File: src/rtl/vending_ctrl_multi.sv
// Vending controller: slot stock/price table, coin credit,
// one-hot selection with confirm, vend, change and refund.
module vending_ctrl_multi #(
   parameter int NUM_ITEMS = 6,
   parameter int COUNT_W   = 4,
   parameter int PRICE_W   = 8,
   parameter int ITEM_W    = $clog2(NUM_ITEMS + 1)
) (
   input  logic                 clk,
   input  logic                 rst,
   input  logic                 cfg_valid,
   input  logic [ITEM_W-1:0]    cfg_item,
   input  logic [COUNT_W-1:0]   cfg_count,
   input  logic [PRICE_W-1:0]   cfg_cost,
   output logic                 cfg_ready,
   input  logic                 coin_valid,
   input  logic [1:0]           coin,
   output logic                 coin_reject,
   input  logic [NUM_ITEMS-1:0] button,
   input  logic                 enter,
   input  logic                 cancel,
   output logic [PRICE_W-1:0]   credit,
   output logic [1:0]           status,
   output logic                 product_valid,
   output logic [ITEM_W-1:0]    product,
   output logic                 change_valid,
   output logic [PRICE_W-1:0]   change,
   output logic [NUM_ITEMS-1:0] sold_out
);

   typedef enum logic [2:0] {
      IDLE, CREDIT, SELECT, VEND, CHANGE
   } state_t;

   state_t              state;
   logic [ITEM_W-1:0]   sel;
   logic [COUNT_W-1:0]  stock [NUM_ITEMS];
   logic [PRICE_W-1:0]  cost  [NUM_ITEMS];
   logic [PRICE_W-1:0]  coin_val;
   logic [PRICE_W:0]    sum;
   logic                btn_any;
   logic                btn_one;
   logic [ITEM_W-1:0]   btn_idx;

   // coin denomination decode
   always_comb begin
      coin_val = PRICE_W'(1);
      unique case (coin)
         2'b00: coin_val = PRICE_W'(1);
         2'b01: coin_val = PRICE_W'(5);
         2'b10: coin_val = PRICE_W'(10);
         2'b11: coin_val = PRICE_W'(25);
      endcase
   end

   assign sum = {1'b0, credit} + {1'b0, coin_val};

   // button press classification and slot index
   always_comb begin
      btn_any = |button;
      btn_one = ($countones(button) == 1);
      btn_idx = '0;
      for (int i = 0; i < NUM_ITEMS; i++)
         if (button[i]) btn_idx = ITEM_W'(i);
   end

   // empty-slot flags follow the stock table
   always_comb begin
      sold_out = '0;
      for (int i = 0; i < NUM_ITEMS; i++)
         sold_out[i] = (stock[i] == '0);
   end

   // controller state, table and registered outputs
   always_ff @(posedge clk or negedge rst) begin
      if (!rst) begin
         state         <= IDLE;
         sel           <= '0;
         credit        <= '0;
         status        <= 2'b00;
         cfg_ready     <= 1'b1;
         coin_reject   <= 1'b0;
         product_valid <= 1'b0;
         product       <= '0;
         change_valid  <= 1'b0;
         change        <= '0;
         for (int i = 0; i < NUM_ITEMS; i++) begin
            stock[i] <= '0;
            cost[i]  <= '0;
         end
      end else begin
         coin_reject   <= 1'b0;
         product_valid <= 1'b0;
         product       <= '0;
         change_valid  <= 1'b0;
         change        <= '0;
         cfg_ready     <= 1'b0;
         unique case (state)
            IDLE: begin
               if (cfg_valid && cfg_item < ITEM_W'(NUM_ITEMS)) begin
                  stock[cfg_item] <= cfg_count;
                  cost[cfg_item]  <= cfg_cost;
               end
               if (coin_valid) begin
                  credit <= coin_val;
                  state  <= CREDIT;
               end else begin
                  cfg_ready <= 1'b1;
               end
            end
            CREDIT, SELECT: begin
               if (cancel) begin
                  coin_reject  <= coin_valid;
                  change_valid <= (credit != '0);
                  change       <= credit;
                  credit       <= '0;
                  state        <= CHANGE;
               end else if (enter && state == SELECT) begin
                  coin_reject <= coin_valid;
                  if (credit >= cost[sel]) begin
                     product_valid <= 1'b1;
                     product       <= sel + ITEM_W'(1);
                     credit        <= credit - cost[sel];
                     if (stock[sel] != '0)
                        stock[sel] <= stock[sel] - COUNT_W'(1);
                     status        <= 2'b00;
                     state         <= VEND;
                  end else begin
                     status <= 2'b10;
                  end
               end else if (btn_any) begin
                  coin_reject <= coin_valid;
                  if (!btn_one) begin
                     status <= 2'b11;
                  end else if (stock[btn_idx] == '0) begin
                     status <= 2'b01;
                  end else begin
                     sel    <= btn_idx;
                     status <= 2'b00;
                     state  <= SELECT;
                  end
               end else if (coin_valid) begin
                  if (!sum[PRICE_W])
                     credit <= sum[PRICE_W-1:0];
                  else
                     coin_reject <= 1'b1;
               end
            end
            VEND: begin
               coin_reject  <= coin_valid;
               change_valid <= (credit != '0);
               change       <= credit;
               credit       <= '0;
               state        <= CHANGE;
            end
            CHANGE: begin
               coin_reject <= coin_valid;
               status      <= 2'b00;
               cfg_ready   <= 1'b1;
               state       <= IDLE;
            end
            default: state <= IDLE;
         endcase
      end
   end

endmodule
File: config.mk
export PLATFORM = sky130hd
export DESIGN_NAME = vending_ctrl_multi
export DESIGN_NICKNAME = d
export VERILOG_FILES = /design/src/rtl/vending_ctrl_multi.sv
export SDC_FILE = /design/constraint.sdc
export NUM_CORES = 1
export LEC_CHECK = 0
export CAP_MARGIN = 10
export CORE_UTILIZATION = 35
export DETAILED_ROUTE_END_ITERATION = 8
export PLACE_DENSITY_LB_ADDON = 0.15
export RECOVER_POWER = 25
export SKIP_CTS_REPAIR_TIMING = 1
export SYNTH_ARGS = -nofsm -noshare
export SYNTH_HDL_FRONTEND = slang
export SYNTH_SLANG_ARGS = --single-unit
File: constraint.sdc
create_clock -name clk -period 5 [get_ports clk]
set_input_delay 0.75 -clock clk [delete_from_list [all_inputs] [get_ports clk]]
set_output_delay 0.75 -clock clk [all_outputs]
set_load 0.005 [all_outputs]
==> impl_metrics.csv <==
group,metric,value,unit
timing,drv_slew,0,
clocking,cts_max_path_buffers,2,
run,drv_cap,0,
floorplanning,fp-row-count,47,
timing,setup_violations,0,
synth,synth_top_area_share,42.4,%
worst_hold_path,min_path_type,"reg -> reg",
setup_path,critPathMaxStageDelay,890,ps
placed_design,place_worst_setup_slack,871,ps
timing,timing.fmax,0.243,GHz
clocking,insertion_delay,360,ps
timing,fin_skew,11.4,ps
global_routing,grt_pass1_vias,4789,
floorplanning,dieWidth,133,um
placed_design,port_buffers,59,
global_routing,grt_overflow,0,
timing,worst_pin_slew,1030,ps
setup_path,critPathArrivalTime,4370,ps
synth,ys_seq_elements,103,
synth,yosys.area.top_type,"dfrtp_1",
routing,wl,15900,um
floorplanning,start_util,36.1,%
synth,synth.top_cells.by_count,"102 x dfrtp_1, 65 x mux2_2, 41 x nor2_1, 31 x a22oi_1, 29 x nand2_1",
finish,fill_cells,1610,
timing,fin_setup_tns,0,ps
synth,synth_flop_cell,"dfrtp_1",
timing,relSlewSlack,30.7,%
floorplanning,ioPinCount,60,
setup_path,cp_max_fo,19,
setup_path,cp_top_family,"compound AO/OA/AOI/OAI gates",
finish,syn_to_final_growth,19.0,%
routing,routed_via_density,5.53,
finish,fin_nets,675,
setup_path,reg2reg_depth,12,
power,ir_drop,0.212,mV
clocking,numCtsBuffers,9,
global_routing,track_usage,19.0,%
synth,synth_area,0.00603,sq mm
setup_path,path_cells,"mux2_2 > a22oi_1 > o21ai_0 > ha_1 > fa_1 > o21ai_2 > o2111ai_1 > a32oi_2 > nor2_1 > or3_1 > o21bai_1 > a22o_1",
synth,yosysSeqAreaShare,42.8,%
timing,fin_crit_sh,82.4,%
routing,wire_per_inst,18.7,um
synth,postSynthAreaPerCell,10.7,sq um
routing,antenna_left,0,
placed_design,place_hpwl,11700,um
power,leakage,2.99,nW
setup_path,worstSetupStartpointType,"flip-flop",
finish,diodes,0,
setup_path,path_depth,12,
outcome,outcome,"finished, final reports clean",
clocking,cts_max_level,3,
setup_path,crit_buf_inv,0,
setup_path,critical_path_required,5250,ps
placed_design,gp_congestion,0.897,
global_routing,antenna_found_initial,0,
timing,hold_viol,0,
synth,syn_inst,565,
synth,yosysWarnings,0,
floorplanning,die-area,0.0177,sq mm
synth,synth_area_leaders,"dfrtp_1 42%, mux2_2 12%, a22oi_1 3.9%",
clocking,clk_pin_slew,70,ps
setup_path,critPathKind,"reg -> reg",
power,power.total,4.52,mW
synth,synth_cell_types,63,
worst_hold_path,hold_path_depth,1,
timing,rsz0062_at_grt,"false",
floorplanning,core-area,0.0167,sq mm
floorplanning,die_y,133,um
routing,dr.pass1.iters,5,
clocking,cts_tree,"built",
global_routing,grt_pass1_wl,26100,um
finish,drive_above_1_share,18.3,%
setup_path,worstSetupEndpointType,"flip-flop",
synth,syn-num-nets,616,
timing,final.min_clock_period,4120,ps
synth,async_reset_ff_share,100,%
synth,yosysMostFrequentCell,"dfrtp_1",
clocking,cts-root-buf,"clkbuf_16",
synth,synth_edf_count,0,
clocking,cts.sinks,103,
routing,drc,0,
routing,num_vias,4686,
global_routing,grt_max_degree,71,
timing,fin_ws,882,ps
setup_path,slowest_stage,"dfrtp_1",
routing,first_iter_violations,426,
power,powerDensity,630,mW/mm^2
[layout make-up]
type,instances,area (sq um),area share [%]
well taps,220,275,3.84
clock buffers,9,225,3.14
repair buffers,71,678,9.46
multi-input cells,412,3230,45.1
flip-flops and latches,103,2580,36.0
inverters,27,101,1.41
clock inverters,6,77.6,1.08
[where the power goes]
part / switching, mW / internal, mW / leakage [nW] / total, mW
combinational: 1.21 / 1.10 / 1.53 / 2.31
clock: 0.335 / 0.394 / 0.149 / 0.729
sequential: 0.305 / 1.17 / 1.30 / 1.47
[final timing paths]
kind / from / end / slack (ps)
worst max-delay path: sel[0] / credit[5] / 880
worst min-delay path: status[1] / status[1] / 490
worst max register to register: sel[0] / credit[5] / 880
worst min register to register: status[1] / status[1] / 490
max in group asynchronous: rst / cfg_ready / 3430
min in group asynchronous: rst / change[1] / 500
[per-layer routing]
metal  part of all wire, %  vias to the layer above  GRT usage [%]  wire (um)
li1                      -                     2228              -          -
met3                   3.9                       15           4.15        621
met5                     0                        -              0          0
met4                   1.4                        0           5.18        223
met2                    48                      112           30.9       7580
met1                    47                     2331           25.6       7450
[through the flow]
step / utilization [%] / hold slack (ps) / instances / instance area, sq um
after floorplan: - / 454 / 565 / 6030
after detailed placement: 41.1 / 486 / 833 / 6870
final: 42.9 / 492 / 848 / 7170
after global placement: 41.1 / 466 / 833 / 6870
after CTS: 42.9 / 503 / 848 / 7170
after global routing: 42.9 / 522 / 848 / 7170
[flip-flops by register name, indices dropped and copies added (netlist names)]
register       cells
product_valid      1
coin_reject        1
sel                3
status             2
stock             24
cost              48
state              3
credit             8
product            3
change_valid       1
cfg_ready          1
change             8
[cell families after synthesis]
logic type                 Yosys count  share of synthesized area, %
DFF                                103                          42.8
AOI/OAI and AO/OA                  158                          19.6
muxes                               80                          15.5
adders and majority gates           22                          5.19
and+or+nand+nor                    141                          11.8
buffers and inverters               50                          3.61
xor gates and xnor gates            11                          1.60
[cell usage in the layout, fill, tap and decap left out, types with 5 or more instances in the layout]
cell type        instances
a21boi_0                 5
mux2_2                  65
inv_1                   25
and2_1                  10
nor3_1                  11
xnor2_1                  7
nor4_1                  12
fa_1                     5
clkdlybuf4s50_1         58
mux2i_1                 11
buf_4                   13
nand2b_1                 6
ha_1                    17
o2bb2ai_1               25
clkbuf_16                9
a22oi_1                 31
nor2_1                  41
o21ai_0                 21
and3_1                   7
nand2_1                 29
a21oi_1                 24
a21o_1                   5
dfrtp_1                102
nand3_1                  5
Note: power is estimated with default switching activity, not from simulation.
==> RTL change: new RTL, config.mk and constraints unchanged <==
`COUNT_W`: 4 -> 6.
--- a/src/rtl/vending_ctrl_multi.sv
+++ b/src/rtl/vending_ctrl_multi.sv
@@ -2,7 +2,7 @@
 // one-hot selection with confirm, vend, change and refund.
 module vending_ctrl_multi #(
    parameter int NUM_ITEMS = 6,
-   parameter int COUNT_W   = 4,
+   parameter int COUNT_W   = 6,
    parameter int PRICE_W   = 8,
    parameter int ITEM_W    = $clog2(NUM_ITEMS + 1)
 ) (
Ports: changed (resized cfg_count); port bits go from 60 to 62. The function was not compared with the original's and may differ.
==> RTL change against the unedited design <==
The flow now finishes with violations (max-capacitance violations, max-slew violations). Design area increased by 16%. Total power increased by 9.3%. Critical path depth unchanged. Clock power increased by 78%. Final cell count increased by 14%. Die area increased by 12%. Hold slack improved by 0.0096 ns. Wire length increased by 24%. Synthesized area increased by 12%. Sequential share of layout area decreased by 1.3 points. Sequential cell count increased by 12. Worst setup slack improved by 0.10 ns. Utilization increased by 1.2 points.
==> RTL change: results (changes against the unedited design) <==
[timing]
slew_violations=75  ; +75
clock_skew_ns=0.00586  ; -0.00556 ns

[synthesis]
synthAdderAreaFrac_pct=4.80  ; -0.39 points
synth_area_leaders=dfrtp_1 (42%), mux2_2 (11%), a22o_1 (4.8%)
synthTopCellsByCount=dfrtp_1 (114), mux2_2 (68), nor2_1 (53)
synth.net_count=680  ; +10%

[status]
status=finished with violations
violations=max-capacitance violations, max-slew violations

[flow_run]
maxCapViolations=2  ; +2

[place]
gp_congestion=0.908  ; +1.3%
post-dp-hpwl_um=14400  ; +22%
portBuffers=61  ; +3.4%
dp_cells=936  ; +12%

[clocking]
htree_levels=4  ; +1

[route]
drt-wirelength-per-cell_um=20.3  ; +8.7%

[setup_path]
worst_ep_arrival_time_ns=4.32  ; -0.05 ns
r2r-start=sel[1]

[final_layout]
fin_cells=968  ; +14%
drive_above_1_share_pct=16.9  ; -1.4 points

[global_route]
grt_start_max_net_pins=45  ; -37%
grt_pass1_wl_um=32000  ; +23%
grtUsageTotal_pct=21.4  ; +2.4 points
grt_pass1_vias=5643  ; +18%

[min_path]
hold_start=cost[31]

[power_and_ir_drop]
pwr-share-seq_pct=30.3  ; -2.3 points

[RTL change: cell count changes in the layout (fill, tap and decap cells not counted), sizes merged, moves of 12 or more]
cell,unedited run,this run
mux2i,11,24
a22o,2,37
a22oi,32,3
clkbuf,9,25
o2bb2ai,25,2
nor2,45,59
dfrtp,102,114
mux2,65,93
[RTL change: cell families (layout without fill, tap and decap cells)]
kind of cell               Yosys count  count (layout)
AOI/OAI and AO/OA                  142             142
xor gates and xnor gates             9               9
adders and majority gates           23              23
buffers and inverters               49             131
DFF                                115             115
muxes                              121             121
and+or+nand+nor                    167             167
[RTL change: metrics by stage]
step | power (µW) | worst slack [ns] | cell area, µm² | hold WS (ns)
after detailed placement | 3640 | 0.687 | 7690 | 0.490
after floorplan | 2890 | 0.952 | 6780 | 0.454
after global routing | 5250 | 0.719 | 8300 | 0.520
after global placement | 3610 | 0.697 | 7690 | 0.484
after CTS | 4960 | 0.975 | 8310 | 0.283
final | 4930 | 0.985 | 8300 | 0.502
[RTL change: layout make-up]
class | instances | area (µm²)
clock inverter | 9 | 153
fill | 1751 | 10500
tap | 260 | 325
clock buffer | 23 | 468
sequential | 115 | 2880
timing repair buffer | 71 | 676
inverter | 28 | 105
multi-input combinational | 462 | 3700
[RTL change: worst max-delay path, delay by kind of cell (launching register included)]
family / cells / cell delay (ns)
AO/OA/AOI/OAI: 6 / 1.26
flip-flops: 1 / 0.81
multiplexers: 2 / 0.76
adder cells (fa/ha/maj): 2 / 0.64
buffers and inverters: 1 / 0.25
AND/OR/NAND/NOR: 1 / 0.19
[RTL change: metal layers]
layer / vias to the layer above / GRT usage [%] / wire (µm)
li1: 2471 / - / -
met1: 2683 / 28.2 / 9040
met2: 181 / 34.2 / 9210
met3: 29 / 4.76 / 1060
met4: 0 / 8.07 / 381
met5: - / 0 / 0
